[src/rtl/jstk_pkg.sv]
// Shared definitions for the joystick SPI frame controller: FSM encoding,
// frame geometry and default timing (12 MHz CLK, 100 kHz SCLK).
package jstk_pkg;

   typedef enum logic [2:0] {
      ST_IDLE   = 3'd0,
      ST_SETUP  = 3'd1,
      ST_XFER   = 3'd2,
      ST_GAP    = 3'd3,
      ST_FINISH = 3'd4
   } jstk_state_t;

   localparam int FRAME_BYTES  = 5;
   localparam int BYTE_CNT_W   = $clog2(FRAME_BYTES);
   localparam int TMR_W        = 16;

   localparam int DEF_HALF_PER = 60;
   localparam int DEF_SS_SETUP = 300;
   localparam int DEF_BYTE_GAP = 120;

   function automatic logic is_last_byte(input logic [BYTE_CNT_W-1:0] cnt);
      return cnt == BYTE_CNT_W'(FRAME_BYTES - 1);
   endfunction

endpackage

[src/rtl/jstk_spi_byte.sv]
// One SPI mode-0 byte: 8 bits, each HALF_PER cycles low then HALF_PER high,
// MSB first. o_done marks the final cycle of the byte.
module jstk_spi_byte
   import jstk_pkg::*;
#(
   parameter int HALF_PER = DEF_HALF_PER
) (
   input  logic       CLK,
   input  logic       RST,
   input  logic       i_start,
   input  logic [7:0] i_tx_byte,
   input  logic       i_miso,
   output logic [7:0] o_rx_byte,
   output logic       o_done,
   output logic       o_sclk,
   output logic       o_mosi
);

   localparam int HW = (HALF_PER > 1) ? $clog2(HALF_PER) : 1;

   logic          r_active;
   logic          r_phase;
   logic [HW-1:0] r_half;
   logic [2:0]    r_bit;
   logic [7:0]    r_tx;
   logic [7:0]    r_rx;
   logic          w_half_tc;

   assign w_half_tc = (r_half == '0);

   always_ff @(posedge CLK or negedge RST) begin
      if (!RST) begin
         r_active <= 1'b0;
         r_phase  <= 1'b0;
         r_half   <= '0;
         r_bit    <= '0;
         r_tx     <= '0;
         r_rx     <= '0;
      end else if (i_start) begin
         r_active <= 1'b1;
         r_phase  <= 1'b0;
         r_half   <= HW'(HALF_PER - 1);
         r_bit    <= '0;
         r_tx     <= i_tx_byte;
      end else if (r_active) begin
         if (w_half_tc) begin
            r_half  <= HW'(HALF_PER - 1);
            r_phase <= ~r_phase;
            if (!r_phase) begin
               r_rx <= {r_rx[6:0], i_miso};
            end else begin
               // tx drains to zero after 8 shifts, which keeps MOSI low between bytes
               r_tx <= {r_tx[6:0], 1'b0};
               if (r_bit == 3'd7)
                  r_active <= 1'b0;
               else
                  r_bit <= r_bit + 1'b1;
            end
         end else begin
            r_half <= r_half - 1'b1;
         end
      end
   end

   assign o_done    = r_active & r_phase & w_half_tc & (r_bit == 3'd7);
   assign o_sclk    = r_phase;
   assign o_mosi    = r_tx[7];
   assign o_rx_byte = r_rx;

endmodule

[src/rtl/jstk_spi_ctrl.sv]
// Joystick SPI frame sequencer: one 5-byte exchange per sndRec rising edge,
// owning SS, setup/inter-byte gaps and the received-frame register.
//
//   state  | meaning
//   IDLE   | SS high, waiting for a fresh sndRec rising edge
//   SETUP  | SS low, SCLK low for SS_SETUP cycles
//   XFER   | one byte shifting in jstk_spi_byte
//   GAP    | SCLK low for BYTE_GAP cycles between bytes
//   FINISH | SS high, DOUT loaded, DONE pulse
module jstk_spi_ctrl
   import jstk_pkg::*;
#(
   parameter int HALF_PER = DEF_HALF_PER,
   parameter int SS_SETUP = DEF_SS_SETUP,
   parameter int BYTE_GAP = DEF_BYTE_GAP
) (
   input  logic        CLK,
   input  logic        RST,
   input  logic        sndRec,
   input  logic [39:0] DIN,
   input  logic        MISO,
   output logic        SS,
   output logic        SCLK,
   output logic        MOSI,
   output logic [39:0] DOUT,
   output logic        BUSY,
   output logic        DONE
);

   jstk_state_t           r_state;
   jstk_state_t           w_next;
   logic                  r_snd_q;
   logic                  r_armed;
   logic [TMR_W-1:0]      r_tmr;
   logic [BYTE_CNT_W-1:0] r_byte_cnt;
   logic [39:0]           r_tx_frame;
   logic [31:0]           r_rx_frame;
   logic [39:0]           r_dout;

   logic                  w_edge;
   logic                  w_go;
   logic                  w_tc;
   logic                  w_start;
   logic                  w_byte_done;
   logic [7:0]            w_rx_byte;

   // r_armed blocks a level that is already high when reset releases
   assign w_edge = sndRec & ~r_snd_q & r_armed;
   assign w_go   = (r_state == ST_IDLE) & w_edge;
   assign w_tc   = (r_tmr == '0);

   always_ff @(posedge CLK or negedge RST) begin
      if (!RST)
         r_state <= ST_IDLE;
      else
         r_state <= w_next;
   end

   always_comb begin
      w_next  = r_state;
      w_start = 1'b0;
      SS      = 1'b1;
      BUSY    = 1'b1;
      DONE    = 1'b0;
      case (r_state)
         ST_IDLE: begin
            BUSY = 1'b0;
            if (w_edge) w_next = ST_SETUP;
         end
         ST_SETUP: begin
            SS = 1'b0;
            if (w_tc) begin
               w_next  = ST_XFER;
               w_start = 1'b1;
            end
         end
         ST_XFER: begin
            SS = 1'b0;
            if (w_byte_done)
               w_next = is_last_byte(r_byte_cnt) ? ST_FINISH : ST_GAP;
         end
         ST_GAP: begin
            SS = 1'b0;
            if (w_tc) begin
               w_next  = ST_XFER;
               w_start = 1'b1;
            end
         end
         ST_FINISH: begin
            DONE   = 1'b1;
            w_next = ST_IDLE;
         end
         default: begin
            BUSY   = 1'b0;
            w_next = ST_IDLE;
         end
      endcase
   end

   always_ff @(posedge CLK or negedge RST) begin
      if (!RST) begin
         r_snd_q    <= 1'b0;
         r_armed    <= 1'b0;
         r_tmr      <= '0;
         r_byte_cnt <= '0;
         r_tx_frame <= '0;
         r_rx_frame <= '0;
         r_dout     <= '0;
      end else begin
         r_snd_q <= sndRec;
         r_armed <= r_armed | ~sndRec;

         if (w_go)
            r_tmr <= TMR_W'(SS_SETUP - 1);
         else if ((r_state == ST_XFER) && w_byte_done)
            r_tmr <= TMR_W'(BYTE_GAP - 1);
         else if (!w_tc)
            r_tmr <= r_tmr - 1'b1;

         if (w_go)
            r_tx_frame <= DIN;
         else if (w_start)
            r_tx_frame <= {r_tx_frame[31:0], 8'h00};

         if (w_go) begin
            r_byte_cnt <= '0;
         end else if ((r_state == ST_XFER) && w_byte_done) begin
            r_rx_frame <= {r_rx_frame[23:0], w_rx_byte};
            if (is_last_byte(r_byte_cnt))
               r_dout <= {r_rx_frame, w_rx_byte};
            else
               r_byte_cnt <= r_byte_cnt + 1'b1;
         end
      end
   end

   assign DOUT = r_dout;

   jstk_spi_byte #(
      .HALF_PER (HALF_PER)
   ) u_byte (
      .CLK       (CLK),
      .RST       (RST),
      .i_start   (w_start),
      .i_tx_byte (r_tx_frame[39:32]),
      .i_miso    (MISO),
      .o_rx_byte (w_rx_byte),
      .o_done    (w_byte_done),
      .o_sclk    (SCLK),
      .o_mosi    (MOSI)
   );

endmodule
[config.mk]
export PLATFORM = sky130hd
export DESIGN_NAME = jstk_spi_ctrl
export DESIGN_NICKNAME = d
export VERILOG_FILES = /design/src/rtl/jstk_pkg.sv /design/src/rtl/jstk_spi_byte.sv /design/src/rtl/jstk_spi_ctrl.sv
export SDC_FILE = /design/constraint.sdc
export NUM_CORES = 1
export LEC_CHECK = 0
export ABC_AREA = 1
export CAP_MARGIN = 20
export CORE_MARGIN = 3
export CORE_UTILIZATION = 54
export CTS_CLUSTER_DIAMETER = 120
export DETAILED_ROUTE_END_ITERATION = 6
export GPL_ROUTABILITY_DRIVEN = 0
export PLACE_DENSITY = 0.82
export SYNTH_ARGS = -nofsm -noshare
export SYNTH_HDL_FRONTEND = slang
export SYNTH_SLANG_ARGS = --single-unit
[constraint.sdc]
create_clock -name CLK -period 2.8 [get_ports CLK]
set_input_delay 0.56 -clock CLK [delete_from_list [all_inputs] [get_ports CLK]]
set_output_delay 0.56 -clock CLK [all_outputs]
set_load 0.05 [all_outputs]
==> run summary <==
Yosys top cell area share -> 0.535
RSZ-0062 raised after global routing -> no
Internal Pwr Total -> 3.89 mW
Slew Limit Fails -> 0
CTS Hold Bufs -> 0
asr flop ratio synth -> 1.00
H-tree lvl count -> 4
MaxCap Viol Count -> 0
xor/xnor share of the synthesized area -> 0.00804
status -> finished clean
CP max stage delay -> 0.80 ns
largest net degree at the start of global routing -> 75
Crit Path Max Fanout -> 3
class of the worst hold path -> in2async
Mapped Avg Cell Area -> 8.40 um^2
portion of netlist area occupied by mux cells -> 0
# DRC -> 0
Syn Nets -> 959
Tmin final -> 2.56 ns
Comb power frac -> 0.024
Root Buffer -> clkbuf_16
final setup vio count -> 0
filler cell count in the final layout -> 1043
dominant cell type by area after synthesis -> dfrtp_1
Sequential Power Share -> 0.482
Clock Power Share -> 0.494
die area -> 15600 um^2
Sw Ratio -> 0.205
core area -> 13500 um^2
Post-Synthesis Cells -> 907
initial core utilization -> 0.564
Max Fclk -> 0.390 GHz
Total Neg Setup Slack -> 0 ns
TritonCTS clock tree -> built
cts repair resizes -> 0
commonest non-fill, non-tap cell in the layout -> nand2_1
Worst Path Arrival -> 2.00 ns
Clock Latency Late Sink -> 0.43 ns
Compound-Gate Fraction of Synth Area -> 0.120
reg-to-reg slack, setup -> 0.63 ns
antenna cells -> 0
1st-iter DRT viols -> 550
Seq/Total Area, Yosys -> 0.535
Die W -> 125 um
clock skew -> 0.0114 ns
cts bufs inserted -> 17
Ports -> 89
DR vias -> 6217
Peak VDD IR -> 0.414 mV
Num Clock Sinks -> 163
vias in the first global route -> 5779
Max Buffers Root-to-Sink -> 2
flops & latches, synth -> 163
WL final -> 16800 um
initial antenna violation count -> 0
Final Cycle Share -> 0.915
DR vias/cell -> 5.29
first-pass GRT wire length -> 27700 um
EDFF count, synth -> 0
slowest CP cell -> clkdlybuf4s50_1
gr usage total -> 0.217
Die H -> 125 um
synth top area cells -> dfrtp_1 54%, nand2_1 15%, o21ai_0 5.5%, inv_1 3.9%, nor2_1 3.5%
Total Nets Final -> 1039
share of layout cells above drive strength 1 -> 0.0900
Top FF cell, synth -> dfrtp_1
hpwl dp -> 11200 um
Power Density -> 529 nW/um^2
I/O Buffers -> 88
worst-path cell chain -> nor2_1 -> inv_1 -> nand2_1 -> clkdlybuf4s50_1
Post-Synth Adder-Cell Area -> 0.0131
distinct cell type count after synthesis -> 35
iteration count of the initial detailed-routing pass -> 6
Layout area overhead -> 21.3%
largest family of logic cells by synthesized area -> simple AND/OR/NAND/NOR gates
Detail Route Antenna Nets -> 0
Fin. Hold Viols -> 0
worst endpoint required time -> 2.24 ns
Leakage -> 4.65 nW
worst slew pin tran -> 0.687 ns
Yosys Warn Count -> 0
commonest cells after routing, fill and taps aside -> 298 x nand2_1, 163 x dfrtp_1, 85 x clkdlybuf4s50_1
hold slack -> 0.127 ns
GRT overflow -> 0
Row Count -> 42
cell area after synthesis -> 7620 um^2
area share of and/or/nand/nor cells after synthesis -> 0.251
relative slew slack -> 0.542
Worst-path clk slew -> 0.06 ns
setup repair bufs after CTS -> 0
sw power -> 1.00 mW
crit end category -> output pin
WL per Instance -> 14.3 um
CP Class -> reg2out
startpoint types -> flop
kinds of logic (layout without fill, tap and decap cells):
logic type / Yosys count / in the layout
compound gates: 151 / 151
xor+xnor: 7 / 7
fa+ha+maj: 8 / 8
buf+inv: 127 / 220
flops: 163 / 163
simple gates: 451 / 451
synth_stat cells (9+ instances only):
master and instances:
o211ai_1 22, o21ai_0 83, nand3_1 47, a21oi_2 9
nand4_1 13, a21oi_1 9, nor2_1 71, inv_1 80
o21ai_1 9, nand2_1 298, o22ai_1 9, buf_2 16
clkbuf_1 17, dfrtp_1 163
sequential cells by signal (all words and copies together), names as in the netlist, 3 cells and up:
signal,cells
DOUT,40
r_byte_cnt,3
r_rx_frame,32
r_state,3
r_tmr,16
r_tx_frame,40
u_byte.o_rx_byte,8
u_byte.r_bit,3
u_byte.r_half,6
u_byte.r_tx,8
power groups by stage:
stage | Sequential (mW) | Combinational (mW) | Clock, mW
3_3_place_gp | 2.40 | 0.119 | 0
2_1_floorplan | 2.40 | 0.00183 | 0
6_report | 2.36 | 0.117 | 2.42
3_5_place_dp | 2.40 | 0.120 | 0
5_1_grt | 2.35 | 0.130 | 2.56
4_1_cts | 2.36 | 0.121 | 2.45
stage by stage:
stage / instances / instance area, um^2 / power [mW] / setup slack, ns / utilization
6_report: 1176 / 9250 / 4.89 / 0.238 / 0.685
3_3_place_gp: 1144 / 8630 / 2.52 / 0.561 / 0.639
2_1_floorplan: 907 / 7620 / 2.40 / 0.531 / -
3_5_place_dp: 1144 / 8630 / 2.52 / 0.477 / 0.639
5_1_grt: 1176 / 9250 / 5.04 / 0.147 / 0.685
4_1_cts: 1176 / 9250 / 4.93 / 0.0799 / 0.685
final cells by class:
cell class	instances	area (um^2)	area share
clock buffer	20	467	0.0505
sequential	163	4080	0.441
timing repair buffer	105	1020	0.111
clock inverter	12	153	0.0165
inverter	83	312	0.0337
multi-input combinational	617	3000	0.324
tap	176	220	0.0238
critical path: cells and delay by family (launching register included):
family        cells  cell delay [ns]
flops             1             0.39
simple gates      2             0.29
buf+inv           2             0.89
worst paths after layout:
check,from,to,cells after the start
max in group asynchronous,RST,u_byte.r_half[0],2
worst max-delay path,r_state[1],SS,4
worst max register to register,r_tmr[0],r_tx_frame[31],10
min in group CLK,r_rx_frame[22],DOUT[30],2
worst min register to register,r_rx_frame[22],DOUT[30],2
worst min-delay path,RST,r_tmr[5],1
routing by layer:
layer  global-route usage  up-vias  routed length [um]
met2                0.356      145                8300
met5                    0        -                   0
met4               0.0522        0                 170
li1                     -     3071                   -
met1                0.291     2987                7590
met3               0.0557       14                 709
No activity file was read; power rests on OpenSTA's default activity.
